## src/rtl/fetch_pkg.sv

```systemverilog
// Shared types and constants for the LEGv8 instruction fetch front end.
// Entry fields are sized by the package widths; fetch_unit casts to its own ADDR_W/INSTR_W.
package fetch_pkg;

  localparam int unsigned ENTRY_ADDR_W  = 32;
  localparam int unsigned ENTRY_INSTR_W = 32;
  localparam int unsigned PC_STEP       = 4;

  typedef enum logic [0:0] {
    FETCH,
    DRAIN
  } fetch_state_t;

  typedef struct packed {
    logic [ENTRY_ADDR_W-1:0]  pc;
    logic [ENTRY_INSTR_W-1:0] instr;
  } fetch_entry_t;

endpackage

```

## src/rtl/fetch_if.sv

```systemverilog
// Fetch unit handshake bundle: instruction-memory request/response, redirect, decode output.
// The master modport is the fetch unit; the slave modport is memory/execute/decode.
interface fetch_if #(
  parameter int unsigned ADDR_W  = 32,
  parameter int unsigned INSTR_W = 32
);

  logic               imem_req_valid;
  logic [ADDR_W-1:0]  imem_req_addr;
  logic               imem_req_ready;
  logic               imem_rsp_valid;
  logic [INSTR_W-1:0] imem_rsp_instr;
  logic               redirect_valid;
  logic [ADDR_W-1:0]  redirect_pc;
  logic               out_valid;
  logic [ADDR_W-1:0]  out_pc;
  logic [INSTR_W-1:0] out_instr;
  logic               out_ready;

  modport master (
    output imem_req_valid, imem_req_addr, out_valid, out_pc, out_instr,
    input  imem_req_ready, imem_rsp_valid, imem_rsp_instr, redirect_valid, redirect_pc,
    input  out_ready
  );

  modport slave (
    input  imem_req_valid, imem_req_addr, out_valid, out_pc, out_instr,
    output imem_req_ready, imem_rsp_valid, imem_rsp_instr, redirect_valid, redirect_pc,
    output out_ready
  );

endinterface

```

## src/rtl/fetch_queue.sv

```systemverilog
// Circular prefetch FIFO of fetch_entry_t with count, push/pop/flush and full/empty flags.
// Flush wins over push; push on full and pop on empty are ignored.
module fetch_queue
  import fetch_pkg::*;
#(
  parameter int unsigned DEPTH = 4,
  localparam int unsigned PTR_W = $clog2(DEPTH),
  localparam int unsigned CNT_W = $clog2(DEPTH + 1)
) (
  input  logic               clk,
  input  logic               reset,
  input  logic               push,
  input  fetch_entry_t       push_entry,
  input  logic               pop,
  input  logic               flush,
  output fetch_entry_t       head_entry,
  output logic               full,
  output logic               empty,
  output logic [CNT_W-1:0]   count
);

  fetch_entry_t     mem_q [DEPTH];
  logic [PTR_W-1:0] head_q, tail_q;
  logic [CNT_W-1:0] count_q;
  logic             do_push, do_pop;

  assign full    = (count_q == CNT_W'(DEPTH));
  assign empty   = (count_q == '0);
  assign do_push = push && !full;
  assign do_pop  = pop && !empty;

  always_ff @(posedge clk) begin
    if (!reset || flush) begin
      head_q  <= '0;
      tail_q  <= '0;
      count_q <= '0;
    end else begin
      if (do_push) tail_q <= tail_q + PTR_W'(1);
      if (do_pop)  head_q <= head_q + PTR_W'(1);
      count_q <= count_q + CNT_W'(do_push) - CNT_W'(do_pop);
    end
  end

  always_ff @(posedge clk) begin
    if (do_push && !flush) mem_q[tail_q] <= push_entry;
  end

  assign head_entry = mem_q[head_q];
  assign count      = count_q;

endmodule

```

## src/rtl/fetch_unit.sv

```systemverilog
// LEGv8 fetch front end: credit-limited PC generation, in-order prefetch queue, redirect flush.
// Define FETCH_BYPASS_EN to forward a kept response straight to decode when the queue is empty.
module fetch_unit
  import fetch_pkg::*;
#(
  parameter int unsigned      DEPTH    = 4,
  parameter int unsigned      ADDR_W   = 32,
  parameter int unsigned      INSTR_W  = 32,
  parameter logic [ADDR_W-1:0] RESET_PC = '0
) (
  input  logic      clk,
  input  logic      reset,
  fetch_if.master   bus
);

  localparam int unsigned CNT_W = $clog2(DEPTH + 1);

  fetch_state_t      state_q, state_d;
  logic              running_q;
  logic [ADDR_W-1:0] fetch_pc_q, fetch_pc_d;
  logic [ADDR_W-1:0] rsp_pc_q, rsp_pc_d;
  logic [CNT_W-1:0]  outstanding_q, outstanding_d;
  logic [CNT_W-1:0]  drop_q, drop_d;

  logic [CNT_W-1:0]  q_count;
  logic              q_full, q_empty, q_push, q_pop;
  fetch_entry_t      push_entry, head_entry, out_entry;
  logic              credit_ok, req_fire, rsp_kept;

  // Queued plus in-flight may never exceed DEPTH, so a response always finds a free slot.
  assign credit_ok = !q_full &&
                     (({1'b0, q_count} + {1'b0, outstanding_q}) < (CNT_W + 1)'(DEPTH));

  assign bus.imem_req_valid = running_q && (state_q == FETCH) && credit_ok &&
                              !bus.redirect_valid;
  assign bus.imem_req_addr  = fetch_pc_q;
  assign req_fire           = bus.imem_req_valid && bus.imem_req_ready;

  assign rsp_kept         = bus.imem_rsp_valid && (drop_q == '0) && !bus.redirect_valid;
  assign push_entry.pc    = ENTRY_ADDR_W'(rsp_pc_q);
  assign push_entry.instr = ENTRY_INSTR_W'(bus.imem_rsp_instr);

`ifdef FETCH_BYPASS_EN
  logic bypass;
  assign bypass        = rsp_kept && q_empty;
  assign bus.out_valid = !q_empty || bypass;
  assign out_entry     = q_empty ? push_entry : head_entry;
  assign q_push        = rsp_kept && !(bypass && bus.out_ready);
`else
  assign bus.out_valid = !q_empty;
  assign out_entry     = head_entry;
  assign q_push        = rsp_kept;
`endif

  assign q_pop         = !q_empty && bus.out_ready;
  assign bus.out_pc    = bus.out_valid ? ADDR_W'(out_entry.pc) : '0;
  assign bus.out_instr = bus.out_valid ? INSTR_W'(out_entry.instr) : '0;

  fetch_queue #(
    .DEPTH (DEPTH)
  ) u_queue (
    .clk        (clk),
    .reset      (reset),
    .push       (q_push),
    .push_entry (push_entry),
    .pop        (q_pop),
    .flush      (bus.redirect_valid),
    .head_entry (head_entry),
    .full       (q_full),
    .empty      (q_empty),
    .count      (q_count)
  );

  always_comb begin
    state_d       = state_q;
    fetch_pc_d    = fetch_pc_q;
    rsp_pc_d      = rsp_pc_q;
    drop_d        = drop_q;
    outstanding_d = outstanding_q + CNT_W'(req_fire) - CNT_W'(bus.imem_rsp_valid);

    if (req_fire) fetch_pc_d = fetch_pc_q + ADDR_W'(PC_STEP);
    if (rsp_kept) rsp_pc_d = rsp_pc_q + ADDR_W'(PC_STEP);

    if (bus.redirect_valid) begin
      // Everything still in flight after this cycle's response belongs to the old stream.
      fetch_pc_d = bus.redirect_pc;
      rsp_pc_d   = bus.redirect_pc;
      drop_d     = outstanding_d;
      state_d    = (outstanding_d != '0) ? DRAIN : FETCH;
    end else begin
      if (bus.imem_rsp_valid && (drop_q != '0)) drop_d = drop_q - CNT_W'(1);
      case (state_q)
        FETCH:   state_d = FETCH;
        DRAIN:   if (drop_d == '0) state_d = FETCH;
        default: state_d = FETCH;
      endcase
    end
  end

  always_ff @(posedge clk) begin
    if (!reset) begin
      state_q       <= FETCH;
      running_q     <= 1'b0;
      fetch_pc_q    <= RESET_PC;
      rsp_pc_q      <= RESET_PC;
      outstanding_q <= '0;
      drop_q        <= '0;
    end else begin
      state_q       <= state_d;
      running_q     <= 1'b1;
      fetch_pc_q    <= fetch_pc_d;
      rsp_pc_q      <= rsp_pc_d;
      outstanding_q <= outstanding_d;
      drop_q        <= drop_d;
    end
  end

endmodule

```

## src/flat_wrapper.sv

```systemverilog
// flat-port wrapper written by rule: the top's interface ports become plain ports
module fetch_unit_flat import fetch_pkg::*;
#(
  parameter int unsigned      DEPTH    = 4,
  parameter int unsigned      ADDR_W   = 32,
  parameter int unsigned      INSTR_W  = 32,
  parameter logic [ADDR_W-1:0] RESET_PC = '0
)
  (clk, reset, bus_imem_req_valid, bus_imem_req_addr, bus_out_valid, bus_out_pc, bus_out_instr, bus_imem_req_ready, bus_imem_rsp_valid, bus_imem_rsp_instr, bus_redirect_valid, bus_redirect_pc, bus_out_ready);
  fetch_if #(.ADDR_W(ADDR_W), .INSTR_W(INSTR_W)) bus_i ();
  input  logic clk;
  input  logic reset;
  output wire logic [$bits(bus_i.imem_req_valid)-1:0] bus_imem_req_valid;
  output wire logic [$bits(bus_i.imem_req_addr)-1:0] bus_imem_req_addr;
  output wire logic [$bits(bus_i.out_valid)-1:0] bus_out_valid;
  output wire logic [$bits(bus_i.out_pc)-1:0] bus_out_pc;
  output wire logic [$bits(bus_i.out_instr)-1:0] bus_out_instr;
  input wire logic [$bits(bus_i.imem_req_ready)-1:0] bus_imem_req_ready;
  input wire logic [$bits(bus_i.imem_rsp_valid)-1:0] bus_imem_rsp_valid;
  input wire logic [$bits(bus_i.imem_rsp_instr)-1:0] bus_imem_rsp_instr;
  input wire logic [$bits(bus_i.redirect_valid)-1:0] bus_redirect_valid;
  input wire logic [$bits(bus_i.redirect_pc)-1:0] bus_redirect_pc;
  input wire logic [$bits(bus_i.out_ready)-1:0] bus_out_ready;
  assign bus_imem_req_valid = bus_i.imem_req_valid;
  assign bus_imem_req_addr = bus_i.imem_req_addr;
  assign bus_out_valid = bus_i.out_valid;
  assign bus_out_pc = bus_i.out_pc;
  assign bus_out_instr = bus_i.out_instr;
  assign bus_i.imem_req_ready = bus_imem_req_ready;
  assign bus_i.imem_rsp_valid = bus_imem_rsp_valid;
  assign bus_i.imem_rsp_instr = bus_imem_rsp_instr;
  assign bus_i.redirect_valid = bus_redirect_valid;
  assign bus_i.redirect_pc = bus_redirect_pc;
  assign bus_i.out_ready = bus_out_ready;
  fetch_unit #(.DEPTH(DEPTH), .ADDR_W(ADDR_W), .INSTR_W(INSTR_W), .RESET_PC(RESET_PC)) u_core (.clk(clk), .reset(reset), .bus(bus_i));
endmodule
```

## config.mk

```make
export PLATFORM = sky130hd
export DESIGN_NAME = fetch_unit_flat
export DESIGN_NICKNAME = d
export VERILOG_FILES = /design/src/rtl/fetch_pkg.sv /design/src/rtl/fetch_if.sv /design/src/rtl/fetch_queue.sv /design/src/rtl/fetch_unit.sv /design/src/flat_wrapper.sv
export SDC_FILE = /design/constraint.sdc
export NUM_CORES = 1
export LEC_CHECK = 0
export ABC_AREA = 0
export CAP_MARGIN = 20
export CORE_ASPECT_RATIO = 1.75
export CORE_MARGIN = 5
export CORE_UTILIZATION = 56
export CTS_CLUSTER_SIZE = 28
export DETAILED_ROUTE_END_ITERATION = 10
export MAX_ROUTING_LAYER = met4
export PLACE_DENSITY = 0.8
export SYNTH_ARGS = -nofsm -noshare
export SYNTH_HDL_FRONTEND = slang
export SYNTH_HIERARCHICAL = 1
export SYNTH_SLANG_ARGS = --single-unit
```

## constraint.sdc

```tcl
create_clock -name clk -period 9 [get_ports clk]
set_input_delay 2.25 -clock clk [delete_from_list [all_inputs] [get_ports clk]]
set_output_delay 2.25 -clock clk [all_outputs]
set_load 0.02 [all_outputs]
```

# After elaboration in Yosys (flattened, before gate mapping)
# Memories as Yosys holds them, arrays and structs flattened. A register that Yosys moved wholly into a read port is not among the register bits.
# Index checks and enable logic that the tools add are counted.
[op_classes]
addsub = 10
order_cmp = 1
n_eq_ne = 1
muxes = 18
n_bitwise = 1
reduce_logical = 24
[ops]
columns = ["operator", "count"]
rows = [
  ["$mux 32", 6],
  ["$add 32x3->32 const B", 2],
  ["$logic_and 1x1->1", 12],
  ["$logic_not 3->1", 3],
  ["$mux 3", 3],
  ["$add 3x1->3", 2],
  ["$mux 1", 6],
  ["$reduce_bool 3->1", 2],
  ["$sub 3x1->3", 2],
  ["$add 2x1->2 const B", 2],
  ["$add 3x3->4", 1],
  ["$logic_not 1->1", 4],
  ["$lt 4x3->1 const B", 1],
  ["$mux 2", 2],
  ["$reduce_bool 2->1", 2],
  ["$eq 3x3->1 const B", 1],
  ["$sub 3x1->3 const B", 1],
  ["$pmux 1 s2", 1],
  ["$logic_or 1x1->1", 1],
  ["$not 1->1", 1],
]
[totals]
reg_bits = 79
mem_bits_rw = 256
inputBits = 70
output_inout_bits = 98
wordCells = 65
mem_count = 1
[mem_list]
columns = ["name", "depth", "word_bits", "read_ports", "rd_ports_with_merged_regs", "write_ports", "line", "text"]
rows = [
  ["u_core.u_queue.mem_q", 4, 64, 1, 1, 1, "fetch_queue.sv:22", "fetch_entry_t mem_q [DEPTH];"],
]

# Logic depth before layout (Yosys ltp)
# Gate-level depths: netlist of the first run.
[depth]
depth_word = 11
ltp_mapped = 16
ltp_nobuf = 14

# Cells and area by module
# Netlist of the first run, hierarchy kept.
[modules_own_cells]
columns = ["mod", "n_inst", "cells_per_inst", "area_each_um2", "seq_area_each_um2"]
rows = [
  ["fetch_queue", 1, 386, 9788.1, 7867.5],
  ["fetch_unit", 1, 569, 4555.6, 1441.4],
]

# Least setup slack after synthesis of the first run
# OpenSTA, ideal clock, no wires.
[synth_path]
path_kind = "input to register"
startpoint = "input bus_redirect_valid"
endpoint = "memory u_core/u_queue/mem_q[1][0] (netlist bit), enable pin"
setup_ns = 0.578
arrival_ns = 7.672
t_required_ns = 8.422
slack_ns = 0.750
path_stages = 5
path_buffers = 2
cell_sequence = "clkbuf_1 clkbuf_8 nor2_1 nand2_1 nor3b_1"
[synth_via]
elab_chain_len = 6
[synth_rtl]
columns = ["item", "line", "text"]
rows = [
  ["start: declaration", "flat_wrapper.sv:21", "input wire logic [$bits(bus_i.redirect_valid)-1:0] bus_redirect_valid;"],
  ["$logic_not 1->1", "fetch_unit.sv:39", "assign rsp_kept = bus.imem_rsp_valid && (drop_q == '0) && !bus.redirect_valid;"],
  ["$logic_and 1x1->1", "fetch_unit.sv:39", ""],
  ["net u_core.q_push", "fetch_unit.sv:26", "logic q_full, q_empty, q_push, q_pop;"],
  ["$logic_and 1x1->1", "fetch_queue.sv:29", "assign do_push = push && !full;"],
  ["$logic_and 1x1->1", "fetch_queue.sv:45", "if (do_push && !flush) mem_q[tail_q] <= push_entry;"],
  ["$mux 1", "fetch_queue.sv:45", ""],
  ["$mux 1 (implied by the code)", "fetch_queue.sv:45", ""],
  ["end: declaration", "fetch_queue.sv:22", ""],
]
# The timed path passes the listed nets, and every way through them passes these cells.

# Final worst setup path of the first run
[layout_path]
startpoint = "input bus_redirect_valid"
endpoint = "output bus_imem_req_valid"
[layout_via]
elab_chain_len = 2
[layout_rtl]
columns = ["item", "line", "text"]
rows = [
  ["$logic_not 1->1", "fetch_unit.sv:35", "!bus.redirect_valid;"],
  ["$logic_and 1x1->1", "fetch_unit.sv:34", "assign bus.imem_req_valid = running_q && (state_q == FETCH) && credit_ok &&"],
  ["end: declaration", "flat_wrapper.sv:13", "output wire logic [$bits(bus_i.imem_req_valid)-1:0] bus_imem_req_valid;"],
]
# No other way between the ends.

==> results.tsv, run 1 <==
metric	value	unit
clock skew	0.0163	ns
Bufs on Longest Clock Path	3	
synth unique cells	74	
Setup CP Type	input pin to output pin	
TNS Setup	0	ns
number of global-route vias before repair	8846	
most area-consuming cells after synthesis	edfxtp_1 54%, dfxtp_1 11%, mux4_2 10%	
sequential share of the synthesized area	0.649	
drt total wl	29.6	mm
RSZ-0062 raised after global routing	false	
Clk pin slew, worst setup/hold paths	0.07	ns
Final ANT Viol Nets	0	
Compound-Gate Fraction of Synth Area	0.0604	
CTS H-tree depth	1	
critical path endpoint category	output pin	
clk sinks	337	
Core Util, Final	0.679	
Post-synth top flop	edfxtp_1	
routability cong.	0.914	
CTS buffer count	28	
first-pass GRT wire length	47.1	mm
placed insts	1400	
# DRC	0	
DIE AREA	0.0290	mm2
Pre-antenna DRT Iters	4	
layout cell share with drive strength beyond 1	0.140	
final-stage net count	1200	
GRT overflow	0	
# rows	77	
CP delay by family, top	buffers and inverters	
DR vias/cell	5.85	
Peak supply drop	0.161	mV
CTS tree	yes	
starting density of the core	0.568	
Tmin final	6.07	ns
Synth Area in XOR/XNOR	0.0183	
slowest cell delay on critical path	0.59	ns
FFs w/ async S/R, synth	0	
multi-input logic area	0.00462	mm2
Hold Buf Count CTS	0	
clk_lat worst skew	0.54	ns
Die H	222	um
Core Box Area	0.0252	mm2
top cell type's share of synthesized area	0.536	
synthesized area	0.0143	mm2
Area growth syn-to-layout	19.6	%
slowest CP cell	clkdlybuf4s50_1	
WL/cell	20.4	um
Total GRT Usage	0.213	
post-synth net total	1041	
max-slew violations	0	
area leader, netlist	edfxtp_1	
critical-path cell list	buf_2, buf_4, nor4b_2, and3_1, clkdlybuf4s50_1	
Max Fclk	165	MHz
adder-cell share of the synthesized area	0.0150	
final period utilization	0.674	
mux share of post-synthesis cell area	0.106	
IO Pins	168	
maxcap violations	0	
flops & latches, synth	337	
Worst Path Buf+Inv	3	
storage element area	0.00931	mm2
Post-Synth Simple-Gate Area	0.120	
1st-iter DRT viols	503	
Worst setup SP type	input pin	
maximum number of pins on one net before global-route repair	78	
cts repair resizes	0	
syn avg cell area	15.0	um2
status	finished clean	
largest family of logic cells by synthesized area	simple AND/OR/NAND/NOR gates	
Layout fillers	1719	
Worst EP arrival	3.82	ns
Max-slew headroom	0.332	
hold crit path type	flop to flop	
Hold Vio Cnt, Final	0	
die width	131	um
Synthesis Warnings	6	
P per Cell Area	191	mW/mm2
clock tree root buffer cell	clkbuf_16	
Slew @ Worst Pin	1.00	ns
hpwl dp	18.4	mm
Layout Cells excl Fill	1452	
IO buf count	167	
CP Max Fanout	57	
number of synthesized flops with an enable pin	256	
ant diodes	0	
Req. time, crit path	6.75	ns
final-report setup violation count	0	
initial antenna violation count	0	
via count	8488	
LEAKAGE	5.46	nW
setup bufs post-CTS	0	
Gate Count Post-Synth	955	
WHS	0.466	ns
registers in the layout, indices dropped and copies added, names as in the netlist, named ones only:
name                      count
u_core/bus.imem_req_addr     32
u_core/u_queue/tail_q         2
u_core/drop_q                 3
u_core/running_q              1
u_core/state_q                1
u_core/outstanding_q          3
u_core/u_queue/mem_q        256
u_core/rsp_pc_q              32
u_core/u_queue/head_q         2
u_core/u_queue/count          3
power by group:
part	switching, W	leakage, nW	internal [W]	total, W
logic	0.000136	1.99	0.000120	0.000256
registers	0.0000455	3.00	0.00172	0.00176
clock network	0.000534	0.480	0.000727	0.00126
total	0.000716	5.46	0.00256	0.00328
metrics by stage:
stage               cell area [um2]  setup slack [ns]  total power, W
global placement              16200              2.95         0.00204
CTS                           17200              2.93         0.00331
detailed placement            16200              2.92         0.00205
finish                        17200              2.93         0.00328
global route                  17200              2.83         0.00340
floorplan                     14300             0.750         0.00193
path summary, 6_finish.rpt:
check	startpoint	endpoint	slack (ns)	cells after the start
worst max-delay path	bus_redirect_valid	bus_imem_req_valid	2.93	5
worst min-delay path	u_core/bus.imem_req_addr[1]	u_core/bus.imem_req_addr[1]	0.47	2
worst max register to register	u_core/u_queue/count[2]	u_core/state_q	5.70	13
worst min register to register	u_core/bus.imem_req_addr[1]	u_core/bus.imem_req_addr[1]	0.47	2
cell usage in the layout (no fill, tap or decap), types with 20 or more instances in the layout:
master           synthesis  final
nand3_1                 31     31
clkbuf_16                0     29
nor2b_1                 66     66
clkdlybuf4s50_1          0    166
nor2_1                  33     33
o21ai_0                 38     38
dfxtp_1                 81     79
mux4_2                  64     64
a21oi_1                 47     47
edfxtp_1               256    256
nand4_1                 20     20
inv_1                   23     22
nand2_1                 54     54
cell families (layout without fill, tap and decap cells):
kind of cell    Yosys count  in the layout
compound gates          141            141
xor+xnor                 30             30
fa+ha+maj                16             16
buf+inv                  74            255
flops                   337            337
mux                      71             71
simple gates            286            286
metal layers:
layer | up-vias | global-route usage | wire, um
li1 | 4011 | - | -
met1 | 4125 | 0.253 | 11000
met2 | 292 | 0.373 | 16200
met3 | 60 | 0.0217 | 1510
met4 | 0 | 0.0731 | 859
met5 | - | - | 0
synth_stat cells, drive strengths merged, types with 8 or more instances:
cell / number
dfxtp: 81
buf: 21
a21oi: 48
o21ai: 38
nor4: 13
nand2: 55
nor3b: 8
and4: 8
nor2b: 66
xor2: 17
nor2: 33
and2: 9
edfxtp: 256
nand3: 32
inv: 25
clkbuf: 27
ha: 14
a31oi: 12
mux4: 64
a211oi: 9
nor3: 13
xnor2: 13
nand4: 24
worst register-to-register path, stage by stage (launching register included):
cell      delay, ns
dfxtp_1        0.44
ha_1           0.27
nor3_1         0.27
and4_4         0.44
inv_4          0.19
ha_1           0.31
inv_1          0.05
ha_1           0.13
inv_1          0.05
fa_1           0.37
xor2_1         0.16
xnor2_1        0.22
nand4b_1       0.14
o211a_1        0.16
layout make-up:
class,instances,area share
clock inverters,19,0.0128
multi-input cells,544,0.269
clock buffers,33,0.0444
flip-flops and latches,337,0.543
well taps,316,0.0231
inverters,25,0.00562
repair buffers,178,0.102
No activity file was read; power rests on OpenSTA's default activity.
==> run 2: changes to the inputs <==
==> constraint.sdc (replaced) <==
create_clock -name clk -period 5.85 [get_ports clk]
set_input_delay 1.4625 -clock clk [delete_from_list [all_inputs] [get_ports clk]]
set_output_delay 1.4625 -clock clk [all_outputs]
set_load 0.02 [all_outputs]
==> results.tsv, run 2 (synthesis results as in run 1) <==
metric	value	unit	change
Reg2Reg Setup Slack	2.67	ns	-3.03 ns
most frequent cells in the layout	256 x edfxtp_1, 166 x clkdlybuf4s50_1, 79 x dfxtp_1, 66 x nor2b_1, 64 x mux4_2		
layout cell share with drive strength beyond 1	0.137		-0.00264
CTS buffer count	28		unchanged
RSZ-0062 raised after global routing	false		
Layout fillers	1731		+0.70%
Core Box Area	0.0252	mm2	unchanged
routability cong.	0.896		-1.9%
final-stage net count	1201		+0.083%
max FFs per register	256		unchanged
ant diodes	0		unchanged
IO Pins	168		unchanged
drt total wl	30.7	mm	+3.8%
IO buf count	167		unchanged
Top reg by flops	u_core/u_queue/mem_q		
status	finished clean		
Max Fclk	224	MHz	
Final ANT Viol Nets	0		unchanged
Total GRT Usage	0.218		+0.00565
RR Endpoint	u_core/drop_q[2]		
clk_lat worst skew	0.54	ns	about the same
starting density of the core	0.568		unchanged
CTS H-tree depth	1		unchanged
clock tree root buffer cell	clkbuf_16		
Clk pin slew, worst setup/hold paths	0.07	ns	about the same
hold depth	2		unchanged
final-report setup violation count	0		unchanged
max-slew violations	0		unchanged
critical path endpoint category	output pin		
CTS tree	yes		
clock skew	0.00924	ns	-0.00702 ns
Hold Path End	u_core/bus.imem_req_addr[0]		
maxcap violations	0		unchanged
Worst EP arrival	3.00	ns	-0.82 ns
Hold Buf Count CTS	0		unchanged
TNS Setup	0	ns	unchanged
worst hold path startpoint	u_core/bus.imem_req_addr[0]		
Pre-antenna DRT Iters	5		+1
via count	8682		+2.3%
number of global-route vias before repair	8859		+0.15%
LEAKAGE	5.44	nW	-0.39%
1st-iter DRT viols	601		+19%
WL/cell	21.1	um	+3.8%
Tmin final	4.46	ns	
hold crit path type	flop to flop		
Peak supply drop	0.205	mV	+28%
final period utilization	0.762		
initial antenna violation count	0		unchanged
Area growth syn-to-layout	19.7	%	about the same
WHS	0.458	ns	-0.00727 ns
commonest non-fill, non-tap cell in the layout	edfxtp_1		
DIE AREA	0.0290	mm2	unchanged
DR vias/cell	5.98		+2.3%
cts repair resizes	0		unchanged
Setup CP Type	flop to output pin		
maximum number of pins on one net before global-route repair	65		-17%
CP Max Fanout	34		-40%
Worst setup SP type	flop		
Req. time, crit path	4.39	ns	-2.36 ns
clk sinks	337		unchanged
Reg-to-Reg Start	u_core/u_queue/count[2]		
final instance area	0.0172	mm2	about the same
Bufs on Longest Clock Path	3		unchanged
hpwl dp	19.9	mm	+7.9%
setup bufs post-CTS	0		unchanged
Placed Area	0.0163	mm2	+0.59%
Die H	222	um	unchanged
Max-slew headroom	0.494		+0.163
# rows	77		unchanged
die width	131	um	unchanged
FF-to-FF path depth	13		unchanged
Hold Vio Cnt, Final	0		unchanged
P per Cell Area	286	mW/mm2	+50%
GRT overflow	0		unchanged
Pwr Total	0.00492	W	+50%
Slew @ Worst Pin	0.752	ns	-0.250 ns
first-pass GRT wire length	48.3	mm	+2.6%
Core Util, Final	0.680		about the same
# DRC	0		unchanged
[run 2: cell type report]
class | instances | area, um2 | area share
Inverter | 25 | 96.3 | 0.00561
Multi-Input combinational cell | 544 | 4620 | 0.269
Timing Repair Buffer | 179 | 1840 | 0.107
Tap cell | 316 | 395 | 0.0230
Sequential cell | 337 | 9310 | 0.543
Clock buffer | 32 | 737 | 0.0429
Clock inverter | 19 | 163 | 0.00948
[run 2: worst max-delay path by stage]
stage | start | end | slack (ns) | cells after the start
3_3_place_gp | bus_imem_rsp_valid | u_core/u_queue/count[2] | 1.52 | 11
2_1_floorplan | bus_redirect_valid | u_core/u_queue/mem_q[1][0] | -1.61 | 5
3_5_place_dp | bus_imem_rsp_valid | u_core/u_queue/count[2] | 1.40 | 11
4_1_cts | flop | bus_out_pc[11] | 1.29 | 4
6_report | flop | bus_out_pc[11] | 1.39 | 4
5_1_grt | flop | bus_out_pc[11] | 1.18 | 4
[run 2: routing by layer]
metal  up-vias  share of wire  global-route usage
met2       333           0.54               0.372
met1      4286           0.38               0.274
met3        59          0.052              0.0188
met5         -              0                   -
met4         0          0.032              0.0727
li1       4004              -                   -
[run 2: power breakdown]
group	internal, W	total (W)	switching [W]	leakage [nW]
registers	0.00264	0.00271	0.0000719	3.00
logic	0.000187	0.000398	0.000210	2.01
clock network	0.000998	0.00181	0.000809	0.432
[run 2: per-stage QoR]
stage | worst slack, ns | instances
2_1_floorplan | -1.61 | 955
3_5_place_dp | 1.40 | 1401
4_1_cts | 1.29 | 1452
5_1_grt | 1.18 | 1452
3_3_place_gp | 1.52 | 1401
6_report | 1.39 | 1452
[run 2: worst max-delay path, cell delays in order (launching register included)]
cell,delay [ns]
dfxtp_4,0.78
buf_12,0.36
mux4_2,0.57
nor2b_1,0.17
clkdlybuf4s50_1,0.55
==> run 3: changes to the inputs <==
==> constraint.sdc (replaced) <==
create_clock -name clk -period 4.37 [get_ports clk]
set_input_delay 1.0925 -clock clk [delete_from_list [all_inputs] [get_ports clk]]
set_output_delay 1.0925 -clock clk [all_outputs]
set_load 0.02 [all_outputs]
==> results.tsv, run 3 (synthesis results as in run 1) <==
metric	value	unit	change
status	finished clean		
clk_lat worst skew	0.56	ns	+0.02 ns
CTS buffer count	29		+3.6%
starting density of the core	0.568		unchanged
cts repair resizes	0		unchanged
IO buf count	167		unchanged
Slew @ Worst Pin	0.926	ns	+0.174 ns
1st-iter DRT viols	577		-4.0%
most frequent cells in the layout	256 x edfxtp_1, 166 x clkdlybuf4s50_1, 79 x dfxtp_1, 66 x nor2b_1, 64 x mux4_2		
Area growth syn-to-layout	20.8	%	
clk sinks	337		unchanged
Pre-antenna DRT Iters	4		-1
slowest CP cell	dfxtp_4		
hpwl dp	19.9	mm	-0.12%
max FFs per register	256		unchanged
Worst setup SP type	flop		
CTS tree	yes		
Total GRT Usage	0.215		-0.00342
DR vias/cell	5.98		about the same
WL/cell	20.6	um	-2.3%
Tmin final	3.78	ns	
# DRC	0		unchanged
drt total wl	30.2	mm	-1.7%
final period utilization	0.866		
maxcap violations	0		unchanged
Req. time, crit path	3.28	ns	-1.11 ns
via count	8731		+0.56%
Max Fclk	264	MHz	
slowest cell delay on critical path	0.60	ns	-0.18 ns
Hold Buf Count CTS	0		unchanged
layout cell share with drive strength beyond 1	0.148		+0.0111
Core Box Area	0.0252	mm2	unchanged
routability cong.	0.895		-0.11%
Peak supply drop	0.275	mV	+34%
Clk pin slew, worst setup/hold paths	0.07	ns	about the same
critical-path cell list	buf_12, mux4_2, nor2b_1, clkdlybuf4s50_1		
CP delay by family, top	buffers and inverters		
Final ANT Viol Nets	0		unchanged
Hold Vio Cnt, Final	0		unchanged
WHS	0.470	ns	+0.0115 ns
Setup CP Type	flop to output pin		
number of global-route vias before repair	9037		+2.0%
GRT overflow	0		unchanged
die width	131	um	unchanged
CP Max Fanout	23		-32%
critical path endpoint category	output pin		
commonest non-fill, non-tap cell in the layout	edfxtp_1		
max-slew violations	0		unchanged
ant diodes	0		unchanged
maximum number of pins on one net before global-route repair	71		+9.2%
IO Pins	168		unchanged
DIE AREA	0.0290	mm2	unchanged
# rows	77		unchanged
Worst Path Buf+Inv	2		unchanged
CTS H-tree depth	1		unchanged
P per Cell Area	393	mW/mm2	+37%
Worst EP arrival	2.69	ns	-0.31 ns
final-report setup violation count	0		unchanged
hold crit path type	flop to flop		
clock tree root buffer cell	clkbuf_16		
RSZ-0062 raised after global routing	false		
Die H	222	um	unchanged
Max-slew headroom	0.383		-0.112
clock skew	0.0225	ns	+0.0132 ns
final-stage net count	1208		+0.58%
initial antenna violation count	0		unchanged
Bufs on Longest Clock Path	3		unchanged
LEAKAGE	5.53	nW	+1.7%
setup bufs post-CTS	0		unchanged
first-pass GRT wire length	47.7	mm	-1.3%
Pwr Total	0.00681	W	+39%
Top reg by flops	u_core/u_queue/mem_q		
-- run 3: cell count changes in the layout (fill, tap and decap cells not counted), sizes merged --
cell and delta:
buf +6, bufinv +2, clkbuf -2, clkinv -5, clkinvlp +4, inv +4
-- run 3: where the power goes --
part	total (W)	internal, W	switching [W]
combinational	0.000543	0.000255	0.000288
clock	0.00264	0.00149	0.00115
sequential	0.00363	0.00353	0.0000944
total	0.00681	0.00528	0.00154
-- run 3: area by class of cell --
class                   count  area, um2
flip-flops and latches    337       9310
multi-input cells         544       4640
well taps                 316        395
inverters                  25       96.3
clock inverters            24        258
clock buffers              30        739
repair buffers            185       1880
fillers                  1762       7920
-- run 3: metal layers --
| layer | part of all wire | track usage | wire length (um) | up-vias |
|---|---|---|---|---|
| met1 | 0.37 | 0.254 | 11100 | 4328 |
| li1 | - | - | - | 4024 |
| met5 | 0 | - | 0 | - |
| met3 | 0.051 | 0.0227 | 1530 | 61 |
| met2 | 0.55 | 0.378 | 16600 | 318 |
| met4 | 0.031 | 0.0731 | 942 | 0 |
-- run 3: final timing paths --
check	from	endpoint	slack, ns	depth (start not counted)
hold reg to reg	u_core/bus.imem_req_addr[1]	u_core/bus.imem_req_addr[1]	0.47	2
setup reg to reg	u_core/u_queue/count[2]	u_core/state_q	1.10	13
setup / recovery	flop	bus_out_pc[19]	0.59	4
hold / removal	u_core/bus.imem_req_addr[1]	u_core/bus.imem_req_addr[1]	0.47	2
-- run 3: through the flow --
stage	setup slack [ns]	cells	instance area [um2]	TNS [ns]	utilization
floorplan	-0.497	955	14400	-122.46	-
global placement	0.658	1407	16300	0	0.647
detailed placement	0.540	1407	16300	0	0.647
CTS	0.507	1461	17300	0	0.686
global route	0.418	1461	17300	0	0.686
finish	0.585	1461	17300	0	0.686
-- run 3: tightest hold or removal path, stage by stage, from the launching register on --
cell and delay, ns:
dfxtp_1 0.32, nand2_1 0.05, a21oi_1 0.05
